`src/rtl/squash_pkg.sv`:
```
// Shared types and defaults for the squash rally sequencer.
package squash_pkg;

  localparam int unsigned NUM_LEDS_DEF    = 16;
  localparam int unsigned TICK_START_DEF  = 6_250_000;
  localparam int unsigned TICK_STEP_DEF   = 500_000;
  localparam int unsigned TICK_MIN_DEF    = 1_000_000;
  localparam int unsigned HIT_WIN_DEF     = 2;
  localparam int unsigned MAX_SCORE_DEF   = 3;
  localparam int unsigned FLASH_TICKS_DEF = 4;
  localparam int unsigned PERIOD_W        = 23;

  typedef enum logic [2:0] {
    ST_IDLE,
    ST_SERVE,
    ST_OUT,
    ST_IN,
    ST_MISS,
    ST_WIN
  } state_e;

endpackage

```
`src/rtl/squash_tick_gen.sv`:
```
// Ball step timer: one-cycle tick every `period` clocks, restartable via clear.
module squash_tick_gen
  import squash_pkg::*;
(
  input  logic                clock,
  input  logic                reset,
  input  logic                clear,
  input  logic [PERIOD_W-1:0] period,
  output logic                tick
);

  logic [PERIOD_W-1:0] cnt_q, cnt_d;

  // >= guards against a period shrinking below the running count
  assign tick = (cnt_q >= period - PERIOD_W'(1));

  always_comb begin
    cnt_d = cnt_q + PERIOD_W'(1);
    if (clear || tick) cnt_d = '0;
  end

  always_ff @(posedge clock) begin
    if (reset) cnt_q <= '0;
    else       cnt_q <= cnt_d;
  end

endmodule

```
`src/rtl/squash_rally_ctrl.sv`:
```
// Rally sequencer: ball travel, hit window, speed-up, score and miss/win display.
module squash_rally_ctrl
  import squash_pkg::*;
#(
  parameter int unsigned NUM_LEDS    = NUM_LEDS_DEF,
  parameter int unsigned TICK_START  = TICK_START_DEF,
  parameter int unsigned TICK_STEP   = TICK_STEP_DEF,
  parameter int unsigned TICK_MIN    = TICK_MIN_DEF,
  parameter int unsigned HIT_WIN     = HIT_WIN_DEF,
  parameter int unsigned MAX_SCORE   = MAX_SCORE_DEF,
  parameter int unsigned FLASH_TICKS = FLASH_TICKS_DEF
) (
  input  logic                clock,
  input  logic                reset,
  input  logic                rightplayer,
  output logic [NUM_LEDS-1:0] light,
  output logic [3:0]          ball_pos,
  output logic [1:0]          rightpscore,
  output logic                gamestate,
  output logic                hit_pulse,
  output logic                miss_pulse
);

  localparam int unsigned FW = (FLASH_TICKS > 1) ? $clog2(FLASH_TICKS) : 1;
  localparam logic [3:0]          LAST_POS   = 4'(NUM_LEDS - 1);
  localparam logic [3:0]          WIN_POS    = 4'(HIT_WIN);
  localparam logic [1:0]          MAX_S      = 2'(MAX_SCORE);
  localparam logic [PERIOD_W-1:0] P_START    = PERIOD_W'(TICK_START);
  localparam logic [PERIOD_W-1:0] P_STEP     = PERIOD_W'(TICK_STEP);
  localparam logic [PERIOD_W-1:0] P_MIN      = PERIOD_W'(TICK_MIN);
  localparam logic [FW-1:0]       FLASH_LAST = FW'(FLASH_TICKS - 1);
  localparam logic [NUM_LEDS-1:0] ONE        = NUM_LEDS'(1);

  state_e              state_q, state_d;
  logic [3:0]          pos_q, pos_d;
  logic [1:0]          score_q, score_d;
  logic [PERIOD_W-1:0] period_q, period_d;
  logic [FW-1:0]       flash_q, flash_d;
  logic [NUM_LEDS-1:0] light_q, light_d;
  logic                hit_q, hit_d, miss_q, miss_d;
  logic                btn_q, press, tick, clr;

  assign press = rightplayer & ~btn_q;

  squash_tick_gen u_tick (
    .clock  (clock),
    .reset  (reset),
    .clear  (clr),
    .period (period_q),
    .tick   (tick)
  );

  always_comb begin
    state_d  = state_q;
    pos_d    = pos_q;
    score_d  = score_q;
    period_d = period_q;
    flash_d  = flash_q;
    hit_d    = 1'b0;
    miss_d   = 1'b0;
    clr      = 1'b0;
    case (state_q)
      ST_IDLE: if (press) begin
        score_d  = '0;
        period_d = P_START;
        clr      = 1'b1;
        pos_d    = '0;
        state_d  = ST_SERVE;
      end
      ST_SERVE: if (tick) begin
        pos_d   = 4'd1;
        state_d = ST_OUT;
      end
      ST_OUT: if (tick) begin
        if (pos_q == LAST_POS) begin
          pos_d   = pos_q - 4'd1;
          state_d = ST_IN;
        end else begin
          pos_d = pos_q + 4'd1;
        end
      end
      // an in-window press takes priority over a coincident tick
      ST_IN: if (press && (pos_q < WIN_POS)) begin
        score_d  = (score_q == MAX_S) ? MAX_S : score_q + 2'd1;
        hit_d    = 1'b1;
        clr      = 1'b1;
        period_d = (period_q >= P_MIN + P_STEP) ? period_q - P_STEP : P_MIN;
        if (score_d == MAX_S) begin
          state_d = ST_WIN;
        end else begin
          pos_d   = pos_q + 4'd1;
          state_d = ST_OUT;
        end
      end else if (tick) begin
        if (pos_q == '0) begin
          state_d = ST_MISS;
          miss_d  = 1'b1;
          flash_d = '0;
        end else begin
          pos_d = pos_q - 4'd1;
        end
      end
      ST_MISS: if (tick) begin
        if (flash_q == FLASH_LAST) state_d = ST_IDLE;
        else                       flash_d = flash_q + FW'(1);
      end
      ST_WIN: if (press) state_d = ST_IDLE;
      default: state_d = ST_IDLE;
    endcase

    // light follows next state so it changes on the same edge as ball_pos
    case (state_d)
      ST_SERVE, ST_OUT, ST_IN: light_d = ONE << pos_d;
      ST_MISS: begin
        if (state_q != ST_MISS) light_d = '1;
        else if (tick)          light_d = ~light_q;
        else                    light_d = light_q;
      end
      ST_WIN:  light_d = '1;
      default: light_d = '0;
    endcase
  end

  always_ff @(posedge clock) begin
    if (reset) begin
      state_q  <= ST_IDLE;
      pos_q    <= '0;
      score_q  <= '0;
      period_q <= P_START;
      flash_q  <= '0;
      light_q  <= '0;
      hit_q    <= 1'b0;
      miss_q   <= 1'b0;
      btn_q    <= 1'b0;
    end else begin
      state_q  <= state_d;
      pos_q    <= pos_d;
      score_q  <= score_d;
      period_q <= period_d;
      flash_q  <= flash_d;
      light_q  <= light_d;
      hit_q    <= hit_d;
      miss_q   <= miss_d;
      btn_q    <= rightplayer;
    end
  end

  assign light       = light_q;
  assign ball_pos    = pos_q;
  assign rightpscore = score_q;
  assign gamestate   = (state_q == ST_SERVE) || (state_q == ST_OUT) || (state_q == ST_IN);
  assign hit_pulse   = hit_q;
  assign miss_pulse  = miss_q;

endmodule

```
`config.mk`:
```
export PLATFORM = sky130hd
export DESIGN_NAME = squash_rally_ctrl
export DESIGN_NICKNAME = d
export VERILOG_FILES = /design/src/rtl/squash_pkg.sv /design/src/rtl/squash_tick_gen.sv /design/src/rtl/squash_rally_ctrl.sv
export SDC_FILE = /design/constraint.sdc
export NUM_CORES = 1
export LEC_CHECK = 0
export CORE_UTILIZATION = 62
export CTS_BUF_LIST = sky130_fd_sc_hd__clkbuf_2 sky130_fd_sc_hd__clkbuf_4 sky130_fd_sc_hd__clkbuf_8
export DETAILED_ROUTE_END_ITERATION = 10
export PLACE_DENSITY_LB_ADDON = 0.05
export SKIP_LAST_GASP = 1
export SYNTH_ARGS = -nofsm -noshare
export SYNTH_HDL_FRONTEND = slang
export SYNTH_HIERARCHICAL = 1
export SYNTH_SLANG_ARGS = --single-unit
```
`constraint.sdc`:
```
create_clock -name clock -period 7.3 [get_ports clock]
set_input_delay 1.46 -clock clock [delete_from_list [all_inputs] [get_ports clock]]
set_output_delay 1.46 -clock clock [all_outputs]
set_load 0.01 [all_outputs]
```
# Yosys cells after proc, flatten, opt, wreduce, memory -nomap -nowiden
# Index checks and enable logic that the tools add are counted.
# word_totals
regBits,76
out_inout_bits,25
in_bits,3
elab_cells,105
# op_classes
magnitude_cmp,3
bitwise,5
n_eq_ne,23
shift,1
addsub,7
n_mux,42
n_reduce_logical,14
# ops
cell,count
$mux W23,3
$pmux W16 S3,1
$pmux W23 S2,1
$mux W3,11
$mux W16,2
$mux W4,8
$add A23 B1 Y23 const B,1
$ge A23 B21 Y1 const B,1
$ge A23 B23 Y1,1
$sub A23 B1 Y23 const B,1
$sub A23 B19 Y23 const B,1
$pmux W3 S6,1
$mux W2,8
$not A16 Y16,1
$pmux W4 S4,1
$shl A1 B4 Y16 const A,1
$eq A3 B2 Y1 const B,4
$eq A3 B3 Y1 const B,4
$ne A2 B2 Y1 const B,5
$pmux W2 S2,2
$eq A2 B2 Y1 const B,3
$eq A3 B1 Y1 const B,2
$reduce_and A6 Y1,1
$add A2 B1 Y2 const B,2
20 further kinds,29

# Logic depth before layout (Yosys ltp)
# Gate-level depths: netlist of the first run.
# depth
ltp_word,9
mapped_depth,22
mapped_depth_nobuf,20

# Hierarchy
# Netlist of the first run, hierarchy kept.
# modules_own_cells
module,area_per_inst_um2,n_inst,cells_per_inst,seq_area_each_um2
squash_rally_ctrl,2889.0,1,361,980.9
squash_tick_gen,1933.1,1,224,460.4

# Worst setup path after synthesis of the first run
# OpenSTA, ideal clock, no wires.
# synth_timing
path_kind,flip-flop to flip-flop
start,register period_q[5]
end,"register light_q[1], in the netlist light[1]"
path_buffers,3
arrival_time_ps,5258
path_stages_with_launch,23
path_slack_ps,1909
setup_time_ps,134
required_ps,7166
synth_period_minus_slack_ps,5391
cell_sequence,dfxtp_1 -> or4_4 -> or3_4 -> or4_4 -> buf_6 -> nor3_2 -> xnor2_1 -> ha_1 -> nand2_1 -> o21a_1 -> o221ai_1 -> a221o_1 -> or2_2 -> inv_1 -> clkbuf_1 -> clkbuf_1 -> ha_1 -> and3b_1 -> a21oi_1 -> a41oi_2 -> a211oi_2 -> nand3b_1 -> o22ai_1
# synth_via
elab_chain_len,8
word_cells_on_any_way,22
cone_classes,add/sub: 1; order compare: 1; eq/ne: 6; shift: 1; mux: 12; reduce/logical: 1
# synth_lines
item,line,rtl
from (decl),squash_rally_ctrl.sv:37,"logic [PERIOD_W-1:0] period_q, period_d;"
from (signal assigned),squash_rally_ctrl.sv:139,period_q <= period_d;
$sub A23 B1 Y23 *,squash_tick_gen.sv:15,assign tick = (cnt_q >= period - PERIOD_W'(1));
$ge A23 B23 Y1 *,squash_tick_gen.sv:15,
named net tick,squash_rally_ctrl.sv:41,"logic btn_q, press, tick, clr;"
$mux W3,squash_rally_ctrl.sv:94,end else if (tick) begin
$mux W3,squash_rally_ctrl.sv:83,ST_IN: if (press && (pos_q < WIN_POS)) begin
$pmux W3 S6,squash_rally_ctrl.sv:62,case (state_q)
$eq A3 B1 Y1 or $eq A3 B2 Y1 (tied branches),squash_rally_ctrl.sv:112,case (state_d)
$reduce_or A3 Y1,squash_rally_ctrl.sv:112,
$pmux W16 S3,squash_rally_ctrl.sv:112,
to (signal assigned),squash_rally_ctrl.sv:141,light_q <= light_d;
to (decl),squash_rally_ctrl.sv:39,"logic [NUM_LEDS-1:0] light_q, light_d;"
# The timed path passes the listed nets; every way through them passes the cells marked *.
# A chain may end at the register's enable or synchronous reset.

# Final worst setup path of the first run
# layout_timing
start,register period_q[5]
end,"register light_q[4], in the netlist light[4]"
# The elaborated chain is that of the path after synthesis.

==> insert_results.sql, run 1 <==
INSERT INTO impl_metrics (metric_group, metric, value, unit) VALUES
('clocking', 'cts-buffers-inserted', '9', ''),
('critical_path', 'criticalPathCategory', 'reg -> reg', ''),
('power_and_ir_drop', 'power_density', '154.7', 'mW/mm^2'),
('sta', 'setup_slack', '1.115', 'ns'),
('power_and_ir_drop', 'leakagePower', '1.814', 'nW'),
('finish', 'layout_commonest_cell', 'sky130_fd_sc_hd__dfxtp_1', ''),
('die', 'width_of_the_die', '90.19', 'um'),
('finish', 'drive_gt1_frac', '0.06743', ''),
('grt', 'first_global_vias', '4260', ''),
('detailed_routing', 'detail-route-antenna-nets', '0', ''),
('finish', 'nNetsFinal', '637', ''),
('clocking', 'cts-resized-gates', '0', ''),
('status', 'outcome', 'completed', ''),
('sta', 'rsz0062_at_grt', 'false', ''),
('detailed_routing', 'drtPass1Iterations', '5', ''),
('detailed_routing', 'drt_wl_total', '11.71', 'mm'),
('yosys', 'synth.avg_cell_area', '8.243', 'um^2'),
('clocking', 'clk_root_buffer_cell', 'sky130_fd_sc_hd__clkbuf_8', ''),
('detailed_routing', 'drt-initial-drc-count', '318', ''),
('worst_hold_path', 'min_path_cells', '1', ''),
('detailed_routing', 'drc', '0', ''),
('yosys', 'synthDistinctLibCells', '69', ''),
('critical_path', 'worstReg2RegEnd', 'light[4]$_SDFFE_PP0P_', ''),
('worst_hold_path', 'worstHoldStart', 'u_tick/cnt_q[0]$_SDFF_PP0_', ''),
('clocking', 'clock_tree.htree_level_count', '3', ''),
('place', 'count_of_buffers_from_port_buffering', '27', ''),
('critical_path', 'critical_path.n_buffers_inverters', '2', ''),
('clocking', 'cts_hold_repair.buffers', '0', ''),
('critical_path', 'critical_path_peak_fanout', '24', ''),
('clocking', 'maximum_number_of_buffers_from_clock_root_to_sink', '2', ''),
('worst_hold_path', 'min-delay-path-class', 'reg -> reg', ''),
('flow_run', 'maxCapViolCount', '0', ''),
('clocking', 'cts_tree', 'built', ''),
('critical_path', 'timing.critical_path.from_type', 'flip-flop', ''),
('yosys', 'ys_seq_elements', '72', ''),
('die', 'design.die.area', '0.008134', 'mm^2'),
('sta', 'timing_max_transition_violations_final', '0', ''),
('yosys', 'syn_inst', '585', ''),
('detailed_routing', 'drt-wirelength-per-cell', '16.56', 'um'),
('die', 'num_rows', '31', ''),
('grt', 'overflow', '0', ''),
('clocking', 'post_cts_buffers', '0', ''),
('critical_path', 'cpPeakStageDelay', '0.58', 'ns'),
('grt', 'global_route.usage.total', '0.2977', ''),
('critical_path', 'arrival', '6.45', 'ns'),
('sta', 'timing.final.crit_share', '0.8472', ''),
('grt', 'grt_first_pass_wirelength', '19.91', 'mm'),
('detailed_routing', 'vias', '4525', ''),
('yosys', 'synth-edff-count', '0', ''),
('yosys', 'synth-main-ff-cell', 'sky130_fd_sc_hd__dfxtp_1', ''),
('sta', 'slew-limit-headroom', '0.2657', ''),
('yosys', 'synth_seq_area_share', '0.2989', ''),
('critical_path', 'critical_path.cell_chain', 'or4_4 -> or3_4 -> or4_4 -> nor4_4 -> xnor2_1 -> ha_1 -> nand4_1 -> nor3_1 -> o2111ai_1 -> a21oi_1 -> buf_4 -> or2_2 -> inv_1 -> ha_1 -> and3b_1 -> a21oi_1 -> a41oi_2 -> a211oi_2 -> nand3_1 -> o22ai_1', ''),
('critical_path', 'register_to_register_setup_slack', '1.12', 'ns'),
('critical_path', 'critPathCaptureType', 'flip-flop', ''),
('sta', 'clock-skew-final', '0.009202', 'ns'),
('detailed_routing', 'via_to_cell_ratio', '6.400', ''),
('finish', 'layout.cells.most_common_list', 'sky130_fd_sc_hd__dfxtp_1 (72), sky130_fd_sc_hd__nor2_1 (44), sky130_fd_sc_hd__nand2_1 (35)', ''),
('finish', 'num_antenna_cells', '0', ''),
('clocking', 'clk-insertion-delay-late', '0.35', 'ns'),
('die', 'pin_count', '28', ''),
('clocking', 'path_clk_slew', '0.08', 'ns'),
('grt', 'antenna_found_initial', '0', ''),
('grt', 'grt_start_max_net_pins', '33', ''),
('die', 'die_h', '90.19', 'um'),
('place', 'routabilityCongestion', '0.8919', ''),
('yosys', 'mappedNetlistArea', '0.004822', 'mm^2'),
('clocking', 'clock_sink_count', '72', ''),
('sta', 'period_minus_slack', '6.185', 'ns'),
('sta', 'finalSetupViolations', '0', ''),
('yosys', 'share_of_async_settable_or_async_resettable_flops_after_synthesis', '0', '');
-- cells by family after synthesis --
kind of cell             count (synthesis)  share of synthesized area
other                                    1                  0.0007777
multiplexers                             5                    0.01038
adder cells (fa/ha/maj)                 31                    0.08044
XOR/XNOR                                53                    0.09626
buffers and inverters                   53                    0.04748
AND/OR/NAND/NOR                        244                     0.2909
AO/OA/AOI/OAI                          126                     0.1749
flip-flops                              72                     0.2989
-- synthesized netlist by cell type, types with 7 or more instances --
| cell | n | area [um^2] |
|---|---|---|
| sky130_fd_sc_hd__a21oi_1 | 20 | 100.1 |
| sky130_fd_sc_hd__a22oi_1 | 18 | 135.1 |
| sky130_fd_sc_hd__clkbuf_1 | 24 | 90.09 |
| sky130_fd_sc_hd__dfxtp_1 | 72 | 1441 |
| sky130_fd_sc_hd__ha_1 | 31 | 387.9 |
| sky130_fd_sc_hd__inv_1 | 18 | 67.56 |
| sky130_fd_sc_hd__nand2_1 | 35 | 131.4 |
| sky130_fd_sc_hd__nand2b_1 | 7 | 43.79 |
| sky130_fd_sc_hd__nand3_1 | 16 | 80.08 |
| sky130_fd_sc_hd__nand4_1 | 17 | 106.4 |
| sky130_fd_sc_hd__nor2_1 | 44 | 165.2 |
| sky130_fd_sc_hd__nor2b_1 | 10 | 62.56 |
| sky130_fd_sc_hd__nor3_1 | 24 | 120.1 |
| sky130_fd_sc_hd__nor4_1 | 29 | 181.4 |
| sky130_fd_sc_hd__o21ai_0 | 34 | 170.2 |
| sky130_fd_sc_hd__o22ai_1 | 13 | 81.33 |
| sky130_fd_sc_hd__or3_1 | 13 | 81.33 |
| sky130_fd_sc_hd__xnor2_1 | 34 | 297.8 |
| sky130_fd_sc_hd__xor2_1 | 19 | 166.4 |
-- worst reg2reg max path, delay by kind of cell (launching register included) --
family                   cells  cell delay, ns
AO/OA/AOI/OAI                6            1.34
flip-flops                   1            0.42
buffers and inverters        2            0.61
AND/OR/NAND/NOR              9            2.94
adder cells (fa/ha/maj)      2            0.69
XOR/XNOR                     1            0.10
-- area by class of cell --
cell class              count  area, um^2
clock buffers              12       165.2
well taps                  99       123.9
multi-input cells         470        3189
repair buffers             31       300.3
inverters                  19       71.32
clock inverters             4       51.30
fillers                   576        2027
flip-flops and latches     72        1441
-- power by group --
group / switching (mW) / leakage [nW] / total [mW] / internal (mW)
logic: 0.0430 / 1.12 / 0.0720 / 0.0290
registers: 0.0139 / 0.582 / 0.413 / 0.399
clock network: 0.155 / 0.109 / 0.341 / 0.186
total: 0.212 / 1.81 / 0.826 / 0.614
-- through the flow --
step                      instance area [um^2]  instances  total power, mW    util
final                                     5343        707           0.8264  0.7250
after global routing                      5343        707           0.8561  0.7250
after CTS                                 5343        707           0.8269  0.7250
after detailed placement                  5126        691           0.4914  0.6956
after global placement                    5126        691           0.4894  0.6956
after floorplan                           4860        595           0.4751       -
-- per-layer routing --
metal  vias up  global-route usage  part of all wire
met2       177              0.5102              0.49
li1       2198                   -                 -
met4         0              0.1169             0.023
met3        28             0.06091             0.058
met1      2122              0.3643              0.43
met5         -                   0                 0
-- worst max path at each step --
stage                             startpoint               endpoint  slack [ns]  cells past startpoint
global placement    period_q[5]$_SDFFE_PP0P_  light[0]$_SDFFE_PP0P_        1.45                     20
CTS                 period_q[5]$_SDFFE_PP0P_  light[4]$_SDFFE_PP0P_        1.22                     20
global route        period_q[5]$_SDFFE_PP0P_  light[4]$_SDFFE_PP0P_        0.64                     20
finish              period_q[5]$_SDFFE_PP0P_  light[4]$_SDFFE_PP0P_        1.12                     20
detailed placement  period_q[5]$_SDFFE_PP0P_  light[0]$_SDFFE_PP0P_        1.24                     20
floorplan           period_q[5]$_SDFFE_PP0P_  light[1]$_SDFFE_PP0P_        1.91                     22
-- registers in the layout, summed over array words and instances, names as in the netlist --
signal / count
flash_q: 2
ball_pos: 4
hit_pulse: 1
u_tick/cnt_q: 23
btn_q: 1
rightpscore: 2
miss_pulse: 1
light: 16
period_q: 19
state_q: 3
Note: power is estimated with default switching activity, not from simulation.
==> inputs of run 2 (changes only) <==
==> constraint.sdc (replaced) <==
create_clock -name clock -period 6.4 [get_ports clock]
set_input_delay 1.28 -clock clock [delete_from_list [all_inputs] [get_ports clock]]
set_output_delay 1.28 -clock clock [all_outputs]
set_load 0.01 [all_outputs]
==> insert_results.sql, run 2 (synthesis gave the netlist of run 1 again) <==
INSERT INTO impl_metrics (metric_group, metric, value, unit) VALUES
('die', 'design.die.area', '0.008134', 'mm^2'),
('die', 'initial_core_util', '0.6543', ''),
('critical_path', 'criticalPathCategory', 'reg -> reg', ''),
('clocking', 'clock_sink_count', '72', ''),
('critical_path', 'critical_path_peak_fanout', '24', ''),
('critical_path', 'timing.critical_path.from_type', 'flip-flop', ''),
('detailed_routing', 'via_to_cell_ratio', '6.358', ''),
('finish', 'num_antenna_cells', '0', ''),
('critical_path', 'register_to_register_setup_slack', '0.47', 'ns'),
('finish', 'layout.cell_area.non_filler', '0.005361', 'mm^2'),
('place', 'placed_instance_area', '0.005141', 'mm^2'),
('detailed_routing', 'drt-wirelength-per-cell', '16.42', 'um'),
('finish', 'area.growth.synth_to_final', '11.18', '%'),
('finish', 'layout.cells.most_common_list', 'sky130_fd_sc_hd__dfxtp_1 (72), sky130_fd_sc_hd__nor2_1 (44), sky130_fd_sc_hd__nand2_1 (35)', ''),
('sta', 'setup_slack', '0.4703', 'ns'),
('power_and_ir_drop', 'leakagePower', '1.824', 'nW'),
('power_and_ir_drop', 'irDropWorstVdd', '0.1153', 'mV'),
('sta', 'timing_max_transition_violations_final', '0', ''),
('detailed_routing', 'drc', '0', ''),
('finish', 'largest_reg_flops', '23', ''),
('detailed_routing', 'drt_wl_total', '11.64', 'mm'),
('power_and_ir_drop', 'power_density', '176.6', 'mW/mm^2'),
('finish', 'nNetsFinal', '640', ''),
('sta', 'hold_ws', '0.4825', 'ns'),
('sta', 'slew-limit-headroom', '0.2824', ''),
('clocking', 'cts_tree', 'built', ''),
('sta', 'clock-skew-final', '0.009522', 'ns'),
('clocking', 'clk-insertion-delay-late', '0.35', 'ns'),
('die', 'width_of_the_die', '90.19', 'um'),
('critical_path', 'critPathCaptureType', 'flip-flop', ''),
('critical_path', 'worst_setup_path_startpoint', 'period_q[5]$_SDFFE_PP0P_', ''),
('die', 'pin_count', '28', ''),
('sta', 'worstMarginPinSlew', '1.072', 'ns'),
('place', 'dp_hpwl', '8.137', 'mm'),
('critical_path', 'crit-reg2reg-launch', 'period_q[5]$_SDFFE_PP0P_', ''),
('detailed_routing', 'drt-initial-drc-count', '266', ''),
('finish', 'regMostFlops', 'u_tick/cnt_q', ''),
('clocking', 'maximum_number_of_buffers_from_clock_root_to_sink', '2', ''),
('sta', 'period_minus_slack', '5.930', 'ns'),
('worst_hold_path', 'min-delay-path-class', 'reg -> reg', ''),
('die', 'die_h', '90.19', 'um'),
('sta', 'finalSetupViolations', '0', ''),
('place', 'count_of_buffers_from_port_buffering', '27', ''),
('critical_path', 'r2r.worst_path.cells', '19', ''),
('worst_hold_path', 'worstHoldStart', 'flash_q[0]$_SDFFE_PP0P_', ''),
('clocking', 'clock_tree.htree_level_count', '3', ''),
('sta', 'hold_violations', '0', ''),
('grt', 'grt_start_max_net_pins', '39', ''),
('place', 'routabilityCongestion', '0.9121', ''),
('sta', 'timing.final.crit_share', '0.9265', ''),
('worst_hold_path', 'worst_hold_path.endpoint', 'flash_q[0]$_SDFFE_PP0P_', ''),
('critical_path', 'worstReg2RegEnd', 'light[12]$_SDFFE_PP0P_', ''),
('finish', 'layout_commonest_cell', 'sky130_fd_sc_hd__dfxtp_1', ''),
('finish', 'finish.utilization', '0.7275', ''),
('clocking', 'path_clk_slew', '0.08', 'ns'),
('grt', 'global_route.usage.total', '0.2959', ''),
('grt', 'grt_first_pass_wirelength', '19.84', 'mm'),
('sta', 'rsz0062_at_grt', 'false', ''),
('detailed_routing', 'detail-route-antenna-nets', '0', ''),
('grt', 'antenna_found_initial', '0', ''),
('finish', 'drive_gt1_frac', '0.07213', ''),
('clocking', 'clk_root_buffer_cell', 'sky130_fd_sc_hd__clkbuf_8', ''),
('status', 'outcome', 'completed', ''),
('flow_run', 'maxCapViolCount', '0', ''),
('clocking', 'cts-buffers-inserted', '9', ''),
('grt', 'overflow', '0', ''),
('sta', 'total_negative_setup_slacks', '0', 'ns'),
('critical_path', 'arrival', '6.18', 'ns'),
('place', 'worst_slack_at_placement', '0.3772', 'ns'),
('detailed_routing', 'vias', '4508', ''),
('die', 'std_cell_core_area', '0.007370', 'mm^2'),
('die', 'num_rows', '31', ''),
('grt', 'first_global_vias', '4245', ''),
('clocking', 'cts_hold_repair.buffers', '0', ''),
('critical_path', 'worst-endpoint-required', '6.65', 'ns'),
('sta', 'max_freq', '168.6', 'MHz'),
('worst_hold_path', 'min_path_cells', '2', ''),
('detailed_routing', 'drtPass1Iterations', '5', '');
==> run 2: stage by stage <==
stage / total power [mW] / std cells
floorplan: 0.5419 / 595
global route: 0.9859 / 709
detailed placement: 0.5626 / 693
finish: 0.9467 / 709
CTS: 0.9506 / 708
global placement: 0.5589 / 693
==> run 2: how the worst max path moves through the flow <==
| stage | to | slack (ns) | depth (start not counted) |
|---|---|---|---|
| after floorplan | light[1]$_SDFFE_PP0P_ | 1.01 | 22 |
| after global placement | light[7]$_SDFFE_PP0P_ | 0.58 | 20 |
| after detailed placement | light[6]$_SDFFE_PP0P_ | 0.38 | 19 |
| after CTS | light[0]$_SDFFE_PP0P_ | 0.36 | 19 |
| after global routing | light[0]$_SDFFE_PP0P_ | 0.04 | 19 |
| final | light[12]$_SDFFE_PP0P_ | 0.47 | 19 |
==> run 2: what timing repair did <==
action                     in CTS  in global routing
resized for setup               0                  2
buffers inserted                0                  0
setup endpoints to repair       0                 17
==> run 2: worst max-delay path, stage by stage, from the launching register on <==
cell	delay, ns
sky130_fd_sc_hd__dfxtp_1	0.42
sky130_fd_sc_hd__or4_4	0.59
sky130_fd_sc_hd__or3_4	0.36
sky130_fd_sc_hd__or4_4	0.54
sky130_fd_sc_hd__nor4_4	0.23
sky130_fd_sc_hd__xnor2_1	0.10
sky130_fd_sc_hd__ha_1	0.32
sky130_fd_sc_hd__nand4_1	0.15
sky130_fd_sc_hd__nor3_1	0.36
sky130_fd_sc_hd__a221o_1	0.22
sky130_fd_sc_hd__buf_4	0.26
sky130_fd_sc_hd__or2_4	0.32
sky130_fd_sc_hd__clkinvlp_4	0.27
sky130_fd_sc_hd__ha_1	0.33
sky130_fd_sc_hd__and3b_1	0.19
sky130_fd_sc_hd__a21oi_1	0.21
sky130_fd_sc_hd__a41oi_2	0.15
sky130_fd_sc_hd__a211oi_2	0.44
sky130_fd_sc_hd__nand2b_1	0.14
sky130_fd_sc_hd__o32ai_1	0.24
==> run 2: where the power goes <==
group / switching [mW] / leakage (nW) / internal (mW)
combinational: 0.0495 / 1.13 / 0.0339
sequential: 0.0157 / 0.582 / 0.455
clock: 0.167 / 0.110 / 0.225
==> run 2: layout make-up <==
| class | count | area [um^2] |
|---|---|---|
| Clock buffer | 11 | 138.9 |
| Clock inverter | 4 | 70.07 |
| Fill cell | 570 | 2008 |
| Inverter | 19 | 75.07 |
| Multi-Input combinational cell | 470 | 3192 |
| Sequential cell | 72 | 1441 |
| Tap cell | 99 | 123.9 |
| Timing Repair Buffer | 33 | 315.3 |
| Timing Repair inverter | 1 | 5.005 |
==> run 2: metal layers <==
layer / track usage / vias to the layer above / part of all wire
met5: 0 / - / 0
met4: 0.1089 / 0 / 0.021
met3: 0.05161 / 32 / 0.041
met2: 0.5337 / 134 / 0.51
met1: 0.3486 / 2132 / 0.42
li1: - / 2210 / -
